## src/rtl/pipe_stage_buf_pkg.sv

```systemverilog
// Package for pipe_stage_buf: FSM state type, counter width and
// occupancy encodings shared by the stage buffer and its users.
package pipe_pkg;

    typedef enum logic [1:0] {
        EMPTY = 2'd0,
        ONE   = 2'd1,
        TWO   = 2'd2
    } pipe_state_e;

    localparam int BUBBLE_CNT_W = 16;

    localparam logic [1:0] OCC_EMPTY = 2'd0;
    localparam logic [1:0] OCC_ONE   = 2'd1;
    localparam logic [1:0] OCC_TWO   = 2'd2;

    function automatic logic [1:0] occ_of(input pipe_state_e s);
        case (s)
            ONE:     return OCC_ONE;
            TWO:     return OCC_TWO;
            default: return OCC_EMPTY;
        endcase
    endfunction

endpackage

```

## src/rtl/pipe_stage_buf_if.sv

```systemverilog
// Valid/ready packet bus between two pipeline stages.
//   in_*  : upstream side (valid, ready, ctrl, data)
//   out_* : downstream side (valid, ready, ctrl, data)
// slave  = view of the stage buffer, master = view of its environment.
interface pipe_stage_buf_if #(
    parameter int DATA_W = 32,
    parameter int CTRL_W = 8
);
    logic              in_valid;
    logic              in_ready;
    logic [CTRL_W-1:0] in_ctrl;
    logic [DATA_W-1:0] in_data;
    logic              out_valid;
    logic              out_ready;
    logic [CTRL_W-1:0] out_ctrl;
    logic [DATA_W-1:0] out_data;

    modport slave (
        input  in_valid, in_ctrl, in_data, out_ready,
        output in_ready, out_valid, out_ctrl, out_data
    );

    modport master (
        output in_valid, in_ctrl, in_data, out_ready,
        input  in_ready, out_valid, out_ctrl, out_data
    );
endinterface

```

## src/rtl/pipe_stage_buf_slot.sv

```systemverilog
// pipe_slot: one packet register (ctrl + data) with load enable.
//   clk, rst_b : clock, synchronous active-high reset
//   clr        : loads RESET_CTRL into ctrl only; data holds
//   load       : captures d_ctrl/d_data
//   q_ctrl/q_data : held packet
module pipe_slot #(
    parameter int                DATA_W     = 32,
    parameter int                CTRL_W     = 8,
    parameter logic [CTRL_W-1:0] RESET_CTRL = '0
) (
    input  logic              clk,
    input  logic              rst_b,
    input  logic              clr,
    input  logic              load,
    input  logic [CTRL_W-1:0] d_ctrl,
    input  logic [DATA_W-1:0] d_data,
    output logic [CTRL_W-1:0] q_ctrl,
    output logic [DATA_W-1:0] q_data
);
    logic [CTRL_W-1:0] ctrl_q, ctrl_d;
    logic [DATA_W-1:0] data_q, data_d;

    always_comb begin
        ctrl_d = ctrl_q;
        data_d = data_q;
        if (clr) begin
            ctrl_d = RESET_CTRL;
        end else if (load) begin
            ctrl_d = d_ctrl;
            data_d = d_data;
        end
    end

    always_ff @(posedge clk) begin
        if (rst_b) begin
            ctrl_q <= RESET_CTRL;
            data_q <= '0;
        end else begin
            ctrl_q <= ctrl_d;
            data_q <= data_d;
        end
    end

    assign q_ctrl = ctrl_q;
    assign q_data = data_q;
endmodule

```

## src/rtl/pipe_stage_buf.sv

```systemverilog
// pipe_stage_buf: generic pipeline stage buffer with valid/ready flow
// control, optional skid slot, synchronous flush and a saturating
// bubble counter.
//   clk, rst_b   : clock, synchronous active-high reset
//   bus (slave)  : in_valid/in_ready/in_ctrl/in_data upstream,
//                  out_valid/out_ready/out_ctrl/out_data downstream
//   stall        : freeze, no accept and no issue
//   flush        : discard all held packets
//   occupancy    : held packets 0/1/2
//   bubble_cnt   : saturating count of cycles with out_valid=0
module pipe_stage_buf
    import pipe_pkg::*;
#(
    parameter int                DATA_W     = 32,
    parameter int                CTRL_W     = 8,
    parameter int                SKID       = 1,
    parameter logic [CTRL_W-1:0] RESET_CTRL = '0
) (
    input  logic                    clk,
    input  logic                    rst_b,
    pipe_stage_buf_if.slave         bus,
    input  logic                    stall,
    input  logic                    flush,
    output logic [1:0]              occupancy,
    output logic [BUBBLE_CNT_W-1:0] bubble_cnt
);
    function automatic logic [BUBBLE_CNT_W-1:0] sat_inc(input logic [BUBBLE_CNT_W-1:0] v);
        return (v == '1) ? v : v + BUBBLE_CNT_W'(1);
    endfunction

    pipe_state_e             state_q, state_d;
    logic [BUBBLE_CNT_W-1:0] bubble_q, bubble_d;

    logic              main_valid, out_valid, in_ready, accept, issue;
    logic              main_load, skid_load, slot_clr, main_from_skid;
    logic [CTRL_W-1:0] main_ctrl, skid_ctrl, main_in_ctrl;
    logic [DATA_W-1:0] main_data, skid_data, main_in_data;

    // With the skid slot, in_ready depends only on state so out_ready
    // never reaches in_ready; without it the stage may only refill when
    // the head leaves in the same cycle. Reset forces in_ready low.
    always_comb begin
        main_valid = (state_q != EMPTY);
        out_valid  = main_valid & ~stall;
        if (SKID != 0) begin
            in_ready = ~rst_b & ~stall & ~flush & (state_q != TWO);
        end else begin
            in_ready = ~rst_b & ~stall & ~flush & (~main_valid | bus.out_ready);
        end
        accept = bus.in_valid & in_ready;
        issue  = out_valid & bus.out_ready;
    end

    always_comb begin
        state_d        = state_q;
        main_load      = 1'b0;
        skid_load      = 1'b0;
        slot_clr       = 1'b0;
        main_from_skid = 1'b0;
        if (flush) begin
            state_d  = EMPTY;
            slot_clr = 1'b1;
        end else if (!stall) begin
            case (state_q)
                EMPTY: begin
                    if (accept) begin
                        state_d   = ONE;
                        main_load = 1'b1;
                    end
                end
                ONE: begin
                    if (accept && issue) begin
                        main_load = 1'b1;
                    end else if (accept && (SKID != 0)) begin
                        state_d   = TWO;
                        skid_load = 1'b1;
                    end else if (issue) begin
                        state_d = EMPTY;
                    end
                end
                TWO: begin
                    // in_ready is low here, so only the skid packet moves up
                    if (issue) begin
                        state_d        = ONE;
                        main_load      = 1'b1;
                        main_from_skid = 1'b1;
                    end
                end
                default: state_d = EMPTY;
            endcase
        end
        bubble_d = out_valid ? bubble_q : sat_inc(bubble_q);
    end

    always_ff @(posedge clk) begin
        if (rst_b) begin
            state_q  <= EMPTY;
            bubble_q <= '0;
        end else begin
            state_q  <= state_d;
            bubble_q <= bubble_d;
        end
    end

    assign main_in_ctrl = main_from_skid ? skid_ctrl : bus.in_ctrl;
    assign main_in_data = main_from_skid ? skid_data : bus.in_data;

    pipe_slot #(.DATA_W(DATA_W), .CTRL_W(CTRL_W), .RESET_CTRL(RESET_CTRL)) u_main (
        .clk    (clk),
        .rst_b  (rst_b),
        .clr    (slot_clr),
        .load   (main_load),
        .d_ctrl (main_in_ctrl),
        .d_data (main_in_data),
        .q_ctrl (main_ctrl),
        .q_data (main_data)
    );

    pipe_slot #(.DATA_W(DATA_W), .CTRL_W(CTRL_W), .RESET_CTRL(RESET_CTRL)) u_skid (
        .clk    (clk),
        .rst_b  (rst_b),
        .clr    (slot_clr),
        .load   (skid_load),
        .d_ctrl (bus.in_ctrl),
        .d_data (bus.in_data),
        .q_ctrl (skid_ctrl),
        .q_data (skid_data)
    );

    assign bus.in_ready  = in_ready;
    assign bus.out_valid = out_valid;
    assign bus.out_ctrl  = main_ctrl;
    assign bus.out_data  = main_data;
    assign occupancy     = occ_of(state_q);
    assign bubble_cnt    = bubble_q;
endmodule
```

## src/flat_wrapper.sv

```systemverilog
// flat-port wrapper written by rule: the top's interface ports become plain ports
module pipe_stage_buf_flat import pipe_pkg::*;
#(
    parameter int                DATA_W     = 32,
    parameter int                CTRL_W     = 8,
    parameter int                SKID       = 1,
    parameter logic [CTRL_W-1:0] RESET_CTRL = '0
)
  (clk, rst_b, stall, flush, occupancy, bubble_cnt, bus_in_valid, bus_in_ctrl, bus_in_data, bus_out_ready, bus_in_ready, bus_out_valid, bus_out_ctrl, bus_out_data);
  pipe_stage_buf_if #(.DATA_W(DATA_W), .CTRL_W(CTRL_W)) bus_i ();
  input  logic clk;
  input  logic rst_b;
  input  logic stall;
  input  logic flush;
  output logic [1:0] occupancy;
  output logic [BUBBLE_CNT_W-1:0] bubble_cnt;
  input wire logic [$bits(bus_i.in_valid)-1:0] bus_in_valid;
  input wire logic [$bits(bus_i.in_ctrl)-1:0] bus_in_ctrl;
  input wire logic [$bits(bus_i.in_data)-1:0] bus_in_data;
  input wire logic [$bits(bus_i.out_ready)-1:0] bus_out_ready;
  output wire logic [$bits(bus_i.in_ready)-1:0] bus_in_ready;
  output wire logic [$bits(bus_i.out_valid)-1:0] bus_out_valid;
  output wire logic [$bits(bus_i.out_ctrl)-1:0] bus_out_ctrl;
  output wire logic [$bits(bus_i.out_data)-1:0] bus_out_data;
  assign bus_i.in_valid = bus_in_valid;
  assign bus_i.in_ctrl = bus_in_ctrl;
  assign bus_i.in_data = bus_in_data;
  assign bus_i.out_ready = bus_out_ready;
  assign bus_in_ready = bus_i.in_ready;
  assign bus_out_valid = bus_i.out_valid;
  assign bus_out_ctrl = bus_i.out_ctrl;
  assign bus_out_data = bus_i.out_data;
  pipe_stage_buf #(.DATA_W(DATA_W), .CTRL_W(CTRL_W), .SKID(SKID), .RESET_CTRL(RESET_CTRL)) u_core (.clk(clk), .rst_b(rst_b), .bus(bus_i), .stall(stall), .flush(flush), .occupancy(occupancy), .bubble_cnt(bubble_cnt));
endmodule
```

## config.mk

```make
export PLATFORM = sky130hd
export DESIGN_NAME = pipe_stage_buf_flat
export DESIGN_NICKNAME = d
export VERILOG_FILES = /design/src/rtl/pipe_stage_buf_pkg.sv /design/src/rtl/pipe_stage_buf_if.sv /design/src/rtl/pipe_stage_buf_slot.sv /design/src/rtl/pipe_stage_buf.sv /design/src/flat_wrapper.sv
export SDC_FILE = /design/constraint.sdc
export NUM_CORES = 1
export LEC_CHECK = 0
export ABC_AREA = 1
export ABC_CLOCK_PERIOD_IN_PS = 3300
export CORE_UTILIZATION = 54
export CTS_BUF_LIST = sky130_fd_sc_hd__clkbuf_16
export DETAILED_ROUTE_END_ITERATION = 8
export MAX_ROUTING_LAYER = met4
export PLACE_DENSITY = 0.95
export SYNTH_ARGS = -nofsm -noshare
export SYNTH_HDL_FRONTEND = slang
export SYNTH_SLANG_ARGS = --single-unit
```

## constraint.sdc

```tcl
create_clock -name clk -period 3.3 [get_ports clk]
set_input_delay 0.99 -clock clk [delete_from_list [all_inputs] [get_ports clk]]
set_output_delay 0.99 -clock clk [all_outputs]
set_load 0.05 [all_outputs]
```

After elaboration in Yosys (flattened, before gate mapping). Index checks and enable logic that the tools add are counted.

Flip-flop bits (word level): 98. Output and inout bits: 60. Bits of input ports: 46. Word-level logic and storage cells: 59.

Add/sub/neg operators: 1. Equal/unequal tests: 8. Reductions and logical operators: 9. Mux-type cells: 23. Bitwise gates (word level): 12.

Operators by type and width (count): two-way mux 32 bit (1); adder 16 x 1 -> 16 bit, second input constant (1); == test 16 bit, second input constant (1); two-way mux 1 bit (13); two-way mux 2 bit (5); two-way mux 8 bit (1); bitwise AND 1 bit (6); NOT 1 bit (6); case mux 2 bit (3 select lines) (1); AND reduction 2 bit (3); AND reduction 5 bit (1); != test 2 x 1 -> 1 bit, second input constant (2); != test 2 bit, second input constant (2); case mux 2 bit (2 select lines) (1); OR reduction 2 bit (2); != test 3 x 1 -> 1 bit, second input constant (1); case mux 1 bit (3 select lines) (1); == test 2 x 1 -> 1 bit, second input constant (1); == test 2 bit, second input constant (1); logical NOT 2 bit (1); nonzero test 2 bit (1); logical AND 1 bit (1).

Longest topological paths before layout.
Depth in word-level cells: 11. Gate-level depth with buffers: 11. Mapped depth without buffers: 10.

Hierarchy. From an unflattened synthesis, not the netlist that was laid out.

Cells, all modules: 800. Area, all modules: 5016.1 um^2.

By module, submodules not included: pipe_slot (area an instance 1644.1 um^2, seq. area each 800.8 um^2, cells an instance 243, times used 2); pipe_stage_buf (area an instance 1727.9 um^2, seq. area each 360.3 um^2, cells an instance 314, times used 1).

Worst setup path after synthesis. OpenSTA, ideal clock, no wires.

Path type: input to output. Start point: input port stall. End point: output port bus_out_valid. Arrival time: 1.701 ns. Slack: 0.609 ns. Data required time: 2.310 ns. Buffers on the path: 0. Cell stages on the path: 1. Cell sequence: nor2_1.

Longest elaborated chain between the ends: 2.

Ends and longest elaborated chain: start: declaration (line flat_wrapper.sv:13) `input logic stall;`; NOT 1 bit (line pipe_stage_buf.sv:44) `out_valid = main_valid & ~stall;`; bitwise AND 1 bit (line pipe_stage_buf.sv:44); end: declaration (line flat_wrapper.sv:22) `output wire logic [$bits(bus_i.out_valid)-1:0] bus_out_valid;`.

Every way passes these cells.

Final worst setup path.
Start point: input port rst_b. End point: output port bus_in_ready.

Longest elaborated chain between the ends: 4.

Ends and longest elaborated chain: start: declaration (line flat_wrapper.sv:12) `input logic rst_b;`; NOT 1 bit (line pipe_stage_buf.sv:46) `in_ready = ~rst_b & ~stall & ~flush & (state_q != TWO);`; bitwise AND 1 bit (3 in series) (line pipe_stage_buf.sv:46); end: declaration (line flat_wrapper.sv:21) `output wire logic [$bits(bus_i.in_ready)-1:0] bus_in_ready;`.

Every way passes these cells.

==> impl_results.md <==
* Crit path buffers/inverters at 2
* Max Clk Rate at 335 MHz
* Synth Instances at 743
* DR WL/cell at 12.5 µm
* Final hold vios at 0
* Hpwl dp at 7450 µm
* CP Class: in2out
* Initial DRC Count at 236
* Skew-Pair Late Insertion Delay at 0.34 ns
* Tcrit/Tclk final at 90.4%
* PostCTS Resize Cnt at 0
* CTS tree: yes
* CTS Buf Count at 9
* Root Driver: clkbuf_16
* Leading area contributor after synthesis: dfxtp_1
* Layout cell share with drive strength beyond 1 at 4.58%
* Initial Utilization at 55.6%
* WHS Path Cells at 2
* GP Congestion at 0.863
* Slowest CP cell: clkdlybuf4s50_1
* Top cell type's share of synthesized area at 40.7%
* Worst Tran Pin Value at 0.777 ns
* Die height at 96.5 µm
* Hold_ws at 0.453 ns
* Pin count of the biggest net entering global routing at 79
* Vias in the first global route at 4351
* Top-Level Pins at 106
* Inserted Diodes at 0
* Finished Core Util at 72.0%
* Most frequent cells in the layout: nor2_1 (141), inv_1 (103), nand2_1 (102), clkdlybuf4s50_1 (102), dfxtp_1 (98)
* Post-DR vias/cell at 5.18
* Fill cells at 712
* IO Port Bufs at 105
* Synth unique cells at 26
* Largest stage delay, worst path at 0.48 ns
* Syn-to-layout area delta at 29.6%
* RSZ-0062 raised after global routing: false
* Max_cap viols at 0
* Clock Tree Buf Depth at 2
* H-tree depth at 3
* Area contributors post-synth: dfxtp_1 (41%), nor2_1 (11%), a21oi_1 (9.4%)
* First-pass GRT wire length at 19400 µm
* P per Cell Area at 412 nW/µm²
* Net Count, Synth at 790
* Flops & latches, synth at 98
* Die X at 96.5 µm
* Global route total overflow at 0
* YS warnings at 0
* Startpoint types: input port
* Remaining antenna violation count after routing at 0
* Mean cell area of the mapped netlist at 6.49 µm²
* Min-delay src: u_core.u_skid.q_data[30]
* Final net count at 871
* Seq/Total Area, Yosys at 40.7%
* Fin Clk Skew at 0.00701 ns
* CP top delay family: buffers and inverters
* Cell Area, Synth at 4820 µm²
* CP Cell Sequence: clkdlybuf4s50_1, nor2_1, nand2_1, nor2_2, buf_12
* First-pass DRT Iterations at 5
* WP data required at 2.31 ns
* FF-to-FF path depth at 10
* Setup TNS at 0 ns
* DRC Markers at 0
* Outcome: completed
* Hold buffer count at cts at 0
* FF-to-FF Start: u_core.state_q[0]
* Final WS setup at 0.315 ns
* Endpoints failing setup at 0
* Worst hold path type: reg2reg
* Most common cell after layout, fill and taps aside: nor2_1
* Clock Sinks at 98
* Initial antenna violation count at 0
* Crit. End Element: output port
* Slew headroom at 48.2%
* Crit path arrival time at 1.99 ns
* Total GRT Usage at 27.2%
* Levels on crit path at 5
* Vias at 4852
* Max-slew violation count at 0
* Core area at 8680 µm²
* Leak pwr at 2.46 nW
* Die Footprint at 9310 µm²
* DRT Wirelength at 11700 µm
* Pre-CTS setup slack at 0.276 ns
* Maximum fanout along the worst path at 3
* Setup bufs post-CTS at 0
* # rows at 34
* Peak supply drop at 277 µV
* Fin crit period at 2.98 ns
* Clock slew at reported path FFs at 0.06 ns
* Setup crit start: rst_b
==> worst min-delay path, stage by stage, from the launching register on <==
cell and delay (ns):
dfxtp_1 0.30, inv_1 0.06, a21oi_1 0.05
==> final cells by class <==
cell class                      instances  area (µm²)  share of cell area (%)
Clock buffer                            9         225                    3.60
Clock inverter                          7        87.6                    1.40
Inverter                              103         387                    6.18
Multi-Input combinational cell        495        2260                    36.2
Sequential cell                        98        1960                    31.4
Tap cell                              108         135                    2.16
Timing Repair Buffer                  117        1190                    19.1
==> layer usage <==
| metal | up-vias | wire length, µm | GRT usage [%] |
|---|---|---|---|
| met4 | 0 | 160 | 9.07 |
| met5 | - | 0 | - |
| li1 | 2516 | - | - |
| met1 | 2173 | 5360 | 35.0 |
| met3 | 13 | 762 | 6.18 |
| met2 | 150 | 5460 | 42.3 |
==> registers in the layout, summed over array words and instances, names as in the netlist <==
name                  cells
u_core.u_main.q_data     32
u_core.state_q            2
u_core.u_main.q_ctrl      8
u_core.u_skid.q_ctrl      8
u_core.u_skid.q_data     32
u_core.bubble_cnt        16
==> through the flow <==
step | std cells | area (µm²) | total power, mW
final | 937 | 6250 | 2.58
after global routing | 937 | 6250 | 2.67
after CTS | 937 | 6250 | 2.59
after detailed placement | 921 | 5940 | 1.51
after global placement | 921 | 5940 | 1.50
after floorplan | 743 | 4820 | 1.39
==> power breakdown <==
group	switching [mW]	internal, mW	leakage, nW
registers	0.0108	1.20	0.791
clock network	0.436	0.657	0.159
logic	0.163	0.114	1.51
==> kinds of logic (layout without fill, tap and decap cells) <==
group           count (synthesis)  count (layout)  synth area share (%)
compound gates                139             139                  14.5
simple gates                  346             346                  30.3
xor+xnor                        9               9                  1.63
fa+ha+maj                       1               1                 0.259
buf+inv                       150             236                  12.6
flops                          98              98                  40.7
==> path summary, 6_finish.rpt <==
kind | end | slack (ns)
hold reg to reg | u_core.u_skid.q_data[30] | 0.45
setup reg to reg | u_core.u_main.q_ctrl[0] | 1.41
hold / removal | u_core.u_skid.q_data[30] | 0.45
setup / recovery | bus_in_ready | 0.32
==> cells in the mapped netlist <==
| master | n |
|---|---|
| nand2_1 | 102 |
| nor2_4 | 1 |
| inv_2 | 2 |
| buf_2 | 22 |
| a31oi_1 | 1 |
| nand3_2 | 1 |
| inv_1 | 101 |
| a21oi_1 | 91 |
| buf_1 | 1 |
| a21boi_0 | 1 |
| clkbuf_1 | 20 |
| nand4_1 | 7 |
| nand4_2 | 1 |
| buf_4 | 3 |
| nor3_1 | 41 |
| nand3b_1 | 1 |
| nand3_1 | 48 |
| xnor2_1 | 5 |
| ha_1 | 1 |
| o21ai_0 | 46 |
| nor2_2 | 2 |
| buf_6 | 1 |
| xor2_1 | 4 |
| nor2_1 | 141 |
| dfxtp_1 | 98 |
| nand2_2 | 1 |
(Power assumes the default switching activity.)
